--- config.mk ---
export PLATFORM = sky130hd
export DESIGN_NAME = mux8_rr_arbiter
export DESIGN_NICKNAME = d
export VERILOG_FILES = /design/src/rtl/mux8_rr_arbiter.sv
export SDC_FILE = /design/constraint.sdc
export NUM_CORES = 1
export LEC_CHECK = 0
export ABC_CLOCK_PERIOD_IN_PS = 4140
export BUFFER_PORTS_ARGS = -buffer_cell sky130_fd_sc_hd__buf_2
export CORE_UTILIZATION = 30
export CTS_CLUSTER_SIZE = 12
export DETAILED_ROUTE_END_ITERATION = 7
export GPL_TIMING_DRIVEN = 0
export SYNTH_ARGS = -nofsm -noshare
export SYNTH_HDL_FRONTEND = slang
export SYNTH_SLANG_ARGS = --single-unit
--- constraint.sdc ---
create_clock -name clk -period 4.14 [get_ports clk]
set_clock_uncertainty 0.2 [all_clocks]
set_input_delay 0.414 -clock clk [delete_from_list [all_inputs] [get_ports clk]]
set_output_delay 0.414 -clock clk [all_outputs]
set_load 0.05 [all_outputs]
--- src/rtl/mux8_rr_arbiter.sv ---
// mux8_rr_arbiter: round-robin arbiter driving a shared 8:1 mux select, one-hot grant and valid/ready, with capped locked bursts.
// Define MUX_ARB_FIXED_PRIO_EN for fixed priority (index 0 highest) instead of round-robin.
module mux8_rr_arbiter #(
  parameter int NREQ      = 8,
  parameter int SEL_W     = 3,
  parameter int MAX_BURST = 4,
  parameter int CNT_W     = 4
) (
  input  logic             clk,
  input  logic             rst,
  input  logic [NREQ-1:0]  req,
  input  logic [NREQ-1:0]  lock,
  input  logic             out_ready,
  output logic [NREQ-1:0]  gnt,
  output logic [SEL_W-1:0] sel,
  output logic             out_valid,
  output logic             busy,
  output logic [CNT_W-1:0] burst_cnt
);
  typedef enum logic {IDLE, GRANT} state_t;
  state_t state, state_n;
  logic [SEL_W-1:0] ptr, ptr_n, sel_n, base, pick, rel_ptr;
  logic [NREQ-1:0]  gnt_n, others, mask;
  logic [CNT_W-1:0] cnt_n;
  logic [CNT_W:0]   cnt_inc;
  logic             found, xfer, stay, forced, rel;
  assign busy      = state == GRANT;
  assign out_valid = busy && req[sel];
  assign xfer      = out_valid && out_ready;
  assign cnt_inc   = {1'b0, burst_cnt} + {{CNT_W{1'b0}}, 1'b1};
  assign stay      = xfer && lock[sel] && (cnt_inc < (CNT_W+1)'(MAX_BURST));
  assign forced    = xfer && lock[sel] && !(cnt_inc < (CNT_W+1)'(MAX_BURST));
  assign rel       = busy && (!req[sel] || (xfer && !stay));
  assign others    = req & ~(NREQ'(1) << sel);
  // Only a forced release excludes the current holder from arbitration.
  assign mask      = forced ? others : req;
`ifdef MUX_ARB_FIXED_PRIO_EN
  assign base    = '0;
  assign rel_ptr = ptr;
`else
  assign rel_ptr = sel + SEL_W'(1);
  assign base    = busy ? rel_ptr : ptr;
`endif
  always_comb begin
    found = 1'b0;
    pick  = base;
    for (int k = NREQ-1; k >= 0; k--)
      if (mask[base + SEL_W'(k)]) begin
        found = 1'b1;
        pick  = base + SEL_W'(k);
      end
  end
  always_comb begin
    state_n = state;
    sel_n   = sel;
    gnt_n   = gnt;
    ptr_n   = ptr;
    cnt_n   = burst_cnt;
    if (!busy) begin
      if (found) begin
        state_n = GRANT;
        sel_n   = pick;
        gnt_n   = NREQ'(1) << pick;
      end
    end else if (rel) begin
      ptr_n = rel_ptr;
      cnt_n = '0;
      if (|others) begin
        sel_n = pick;
        gnt_n = NREQ'(1) << pick;
      end else if (!forced) begin
        state_n = IDLE;
        gnt_n   = '0;
      end
    end else if (stay) begin
      cnt_n = (burst_cnt == CNT_W'(MAX_BURST)) ? burst_cnt : cnt_inc[CNT_W-1:0];
    end
  end
  always_ff @(posedge clk) begin
    if (!rst) begin
      state     <= IDLE;
      sel       <= '0;
      gnt       <= '0;
      ptr       <= '0;
      burst_cnt <= '0;
    end else begin
      state     <= state_n;
      sel       <= sel_n;
      gnt       <= gnt_n;
      ptr       <= ptr_n;
      burst_cnt <= cnt_n;
    end
  end
endmodule

==> reports/results.tsv <==
stage	metric	value	unit
logic_synthesis	synth.top_cells.by_area	dfxtp_1 (14%), mux4_2 (6.8%), nand2_1 (5.0%), o211ai_1 (4.8%), ha_1 (4.7%)	
pwr	ir_drop	0.387	mV
die	die_height	95.8	um
die	floorplan.initialDensity	31.5	%
logic_synthesis	top_area_cell_type_share_of_the_netlist_area	14.4	%
die	core.rowCount	33	
placement	hpwl	6.83	mm
routing	routed-via-count	3155	
pwr	static-leakage-power	1.36	nW
setup_path	arrival	3.98	ns
logic_synthesis	number_of_enable_type_register_cells_in_the_synthesized_netlist	0	
routing	route.detailed.wl_per_inst	18.4	um
sta	hold-worst-slack	0.268	ns
clocking	clock_sinks	19	
sta	timing_max_transition_violations_final	0	
finish	fin_area	0.00350	mm2
logic_synthesis	synth_area	0.00264	mm2
sta	hold_viol_final	0	
die	top_level_ports	36	
global_routing	largest_net_degree_at_the_start_of_global_routing	13	
setup_path	cp-end-kind	register	
sta	finalSetupViolCount	0	
logic_synthesis	synth.ff_latch_count	19	
routing	avg_vias_per_cell	6.20	
hold_path	hp-class	reg2reg	
logic_synthesis	synth_area_leader_cell	dfxtp_1	
logic_synthesis	seq_area_frac_synth	14.4	%
clocking	tritoncts	done	
routing	dr.pass1.iters	5	
global_routing	globalRouteOverflowTotal	0	
logic_synthesis	dominantRegCellSynth	dfxtp_1	
finish	layout.filler_cells	855	
logic_synthesis	synthesis.instances	341	
placement	globalplace.congestion	0.896	
global_routing	grt_first_pass_wirelength	14.7	mm
die	core_region_area	0.00838	mm2
placement	post_dp_cell_area	0.00297	mm2
logic_synthesis	async_reset_ff_share	0	%
global_routing	grt_util_all_layers	20.5	%
clocking	cts.clk_slew.worst_paths	0.07	ns
global_routing	antenna_found_initial	0	
pwr	power_per_cell_area	772	mW/mm2
sta	worst_slew_margin_rel	50.2	%
logic_synthesis	synth-warning-count	0	
clocking	numCtsBuffers	3	
setup_path	critical_path_peak_fanout	8	
routing	drc_errors	0	
outcome	outcome	completed	
setup_path	timing.critical_path.from_type	register	
logic_synthesis	synthTopCellsByCount	nand2_1 (35), nor2_1 (21), clkbuf_1 (19), dfxtp_1 (19)	
logic_synthesis	synth.net_count	370	
die	die_area	0.00917	mm2
sta	layout_worst_path_cycle_share	97.4	%
clocking	ctsHoldBuffers	0	
die	die_width	95.8	um
job	max_cap_viols	0	
sta	clock.fmax	248	MHz
placement	port_buffers	35	
routing	antenna_violating_nets_post_route	0	
global_routing	grt_pass1_vias	2927	
finish	antenna-diode-count	0	
logic_synthesis	ys_types	70	
routing	totalWireLength	9.39	mm
setup_path	critical_path_class	reg2reg	
routing	initialDrtViolationCount	209	
finish	syn_to_final_growth	32.7	%
clocking	cts_htree_levels	1	
clocking	clock-root-buffer	clkbuf_8	
sta	timing_worst_slew_pin_value	0.735	ns
finish	drive_gt1_share	36.1	%
clocking	worstSkewPairLatency	0.26	ns
clocking	maximum_count_of_clock_buffers_along_a_single_path	2	
sta	fin_crit	4.03	ns
logic_synthesis	synthesis.area_per_instance	7.73	um2
finish	finish.net_count	434	
logic_synthesis	yosys.cell_count.top_type	nand2_1	
setup_path	crit_required	4.09	ns
[through the flow]
step,setup TNS (ns),power (mW),setup slack (ns),std cells,util (%)
after floorplan,0,1.62,0.00880,341,-
after global placement,-7.27,2.02,-0.787,481,35.4
after detailed placement,-7.59,2.04,-0.768,481,35.4
after CTS,0,2.44,0.0157,501,39.2
after global routing,-0.0166,2.86,-0.0103,509,41.8
final,0,2.70,0.110,509,41.8
[path summary, 6_finish.rpt]
check                            from                   to  slack [ns]  cells past startpoint
setup / recovery  sel[0]$_SDFFE_PN0P_  gnt[3]$_SDFFE_PN0P_        0.11                     13
hold / removal    gnt[6]$_SDFFE_PN0P_  gnt[6]$_SDFFE_PN0P_        0.27                      1
setup reg to reg  sel[0]$_SDFFE_PN0P_  gnt[3]$_SDFFE_PN0P_        0.11                     13
hold reg to reg   gnt[6]$_SDFFE_PN0P_  gnt[6]$_SDFFE_PN0P_        0.27                      1
[layout make-up]
cell class | count | area [um2] | area share (%)
Buffer | 19 | 110 | 3.15
Inverter | 13 | 53.8 | 1.54
Sequential cell | 19 | 389 | 11.1
Tap cell | 105 | 131 | 3.75
Clock inverter | 1 | 5.00 | 0.143
Clock buffer | 3 | 41.3 | 1.18
Multi-Input combinational cell | 286 | 2380 | 68.1
Timing Repair Buffer | 63 | 385 | 11.0
[sequential cells by signal, indices dropped and copies added, names as in the netlist]
register	flops
ptr	3
burst_cnt	4
gnt	8
sel	3
busy	1
[worst max-delay path: stages, from the launching register on]
cell       delay, ns
dfxtp_4         0.41
mux4_2          0.50
mux2_4          0.34
buf_4           0.16
o2111ai_1       0.18
o211ai_1        0.21
buf_4           0.18
and2_1          0.15
mux4_2          0.53
or3_1           0.36
a21oi_2         0.20
a311oi_4        0.10
nand2_1         0.14
a2bb2o_2        0.26
[cell families (layout without fill, tap and decap cells)]
logic type,Yosys count,in the layout,share of synthesized area [%]
mux,21,21,12.9
buf+inv,36,99,5.74
flops,19,19,14.4
simple gates,129,129,25.1
fa+ha+maj,10,10,4.74
xor+xnor,3,3,0.996
compound gates,123,123,36.1
[where the power goes]
part | internal, mW | switching, mW | total, mW
registers | 0.232 | 0.0450 | 0.277
clock network | 0.0670 | 0.0626 | 0.130
logic | 0.933 | 1.36 | 2.30
total | 1.23 | 1.47 | 2.70
[layout by cell type, fill, tap and decap left out, drive strengths merged, types with 4 or more instances in the layout]
cell type  Yosys  routed
o31ai          4       4
mux2           4       4
mux2i          8       8
nand2         35      35
nor3          16      16
dfxtp         19      19
a211oi         7       7
o2111ai        7       7
o211a          5       5
nand3b         4       4
nor4           4       4
mux4           9       9
o211ai        18      18
o221ai         4       4
or2            7       7
ha            10      10
a21oi         18      18
o21ai         13      13
o22ai          5       5
nand3          9       9
buf            4      67
clkbuf        19      18
and3           6       6
inv           12      12
nor2          21      21
and2           9       9
a22o           4       4
a31oi          4       4
nor2b          7       7
[metal layers]
layer | track usage [%] | routed length (um) | vias up
li1 | - | - | 1472
met1 | 29.8 | 4270 | 1518
met4 | 3.61 | 119 | 0
met5 | 0 | 0 | -
met2 | 33.9 | 4270 | 146
met3 | 1.03 | 726 | 19
[timing repair]
item | 4_1_cts | 5_1_grt
pin swaps | 15 | 16
setup buffers | 18 | 10
resized for setup | 34 | 33
endpoints found under the setup margin | 12 | 11
(Power assumes the default switching activity.)
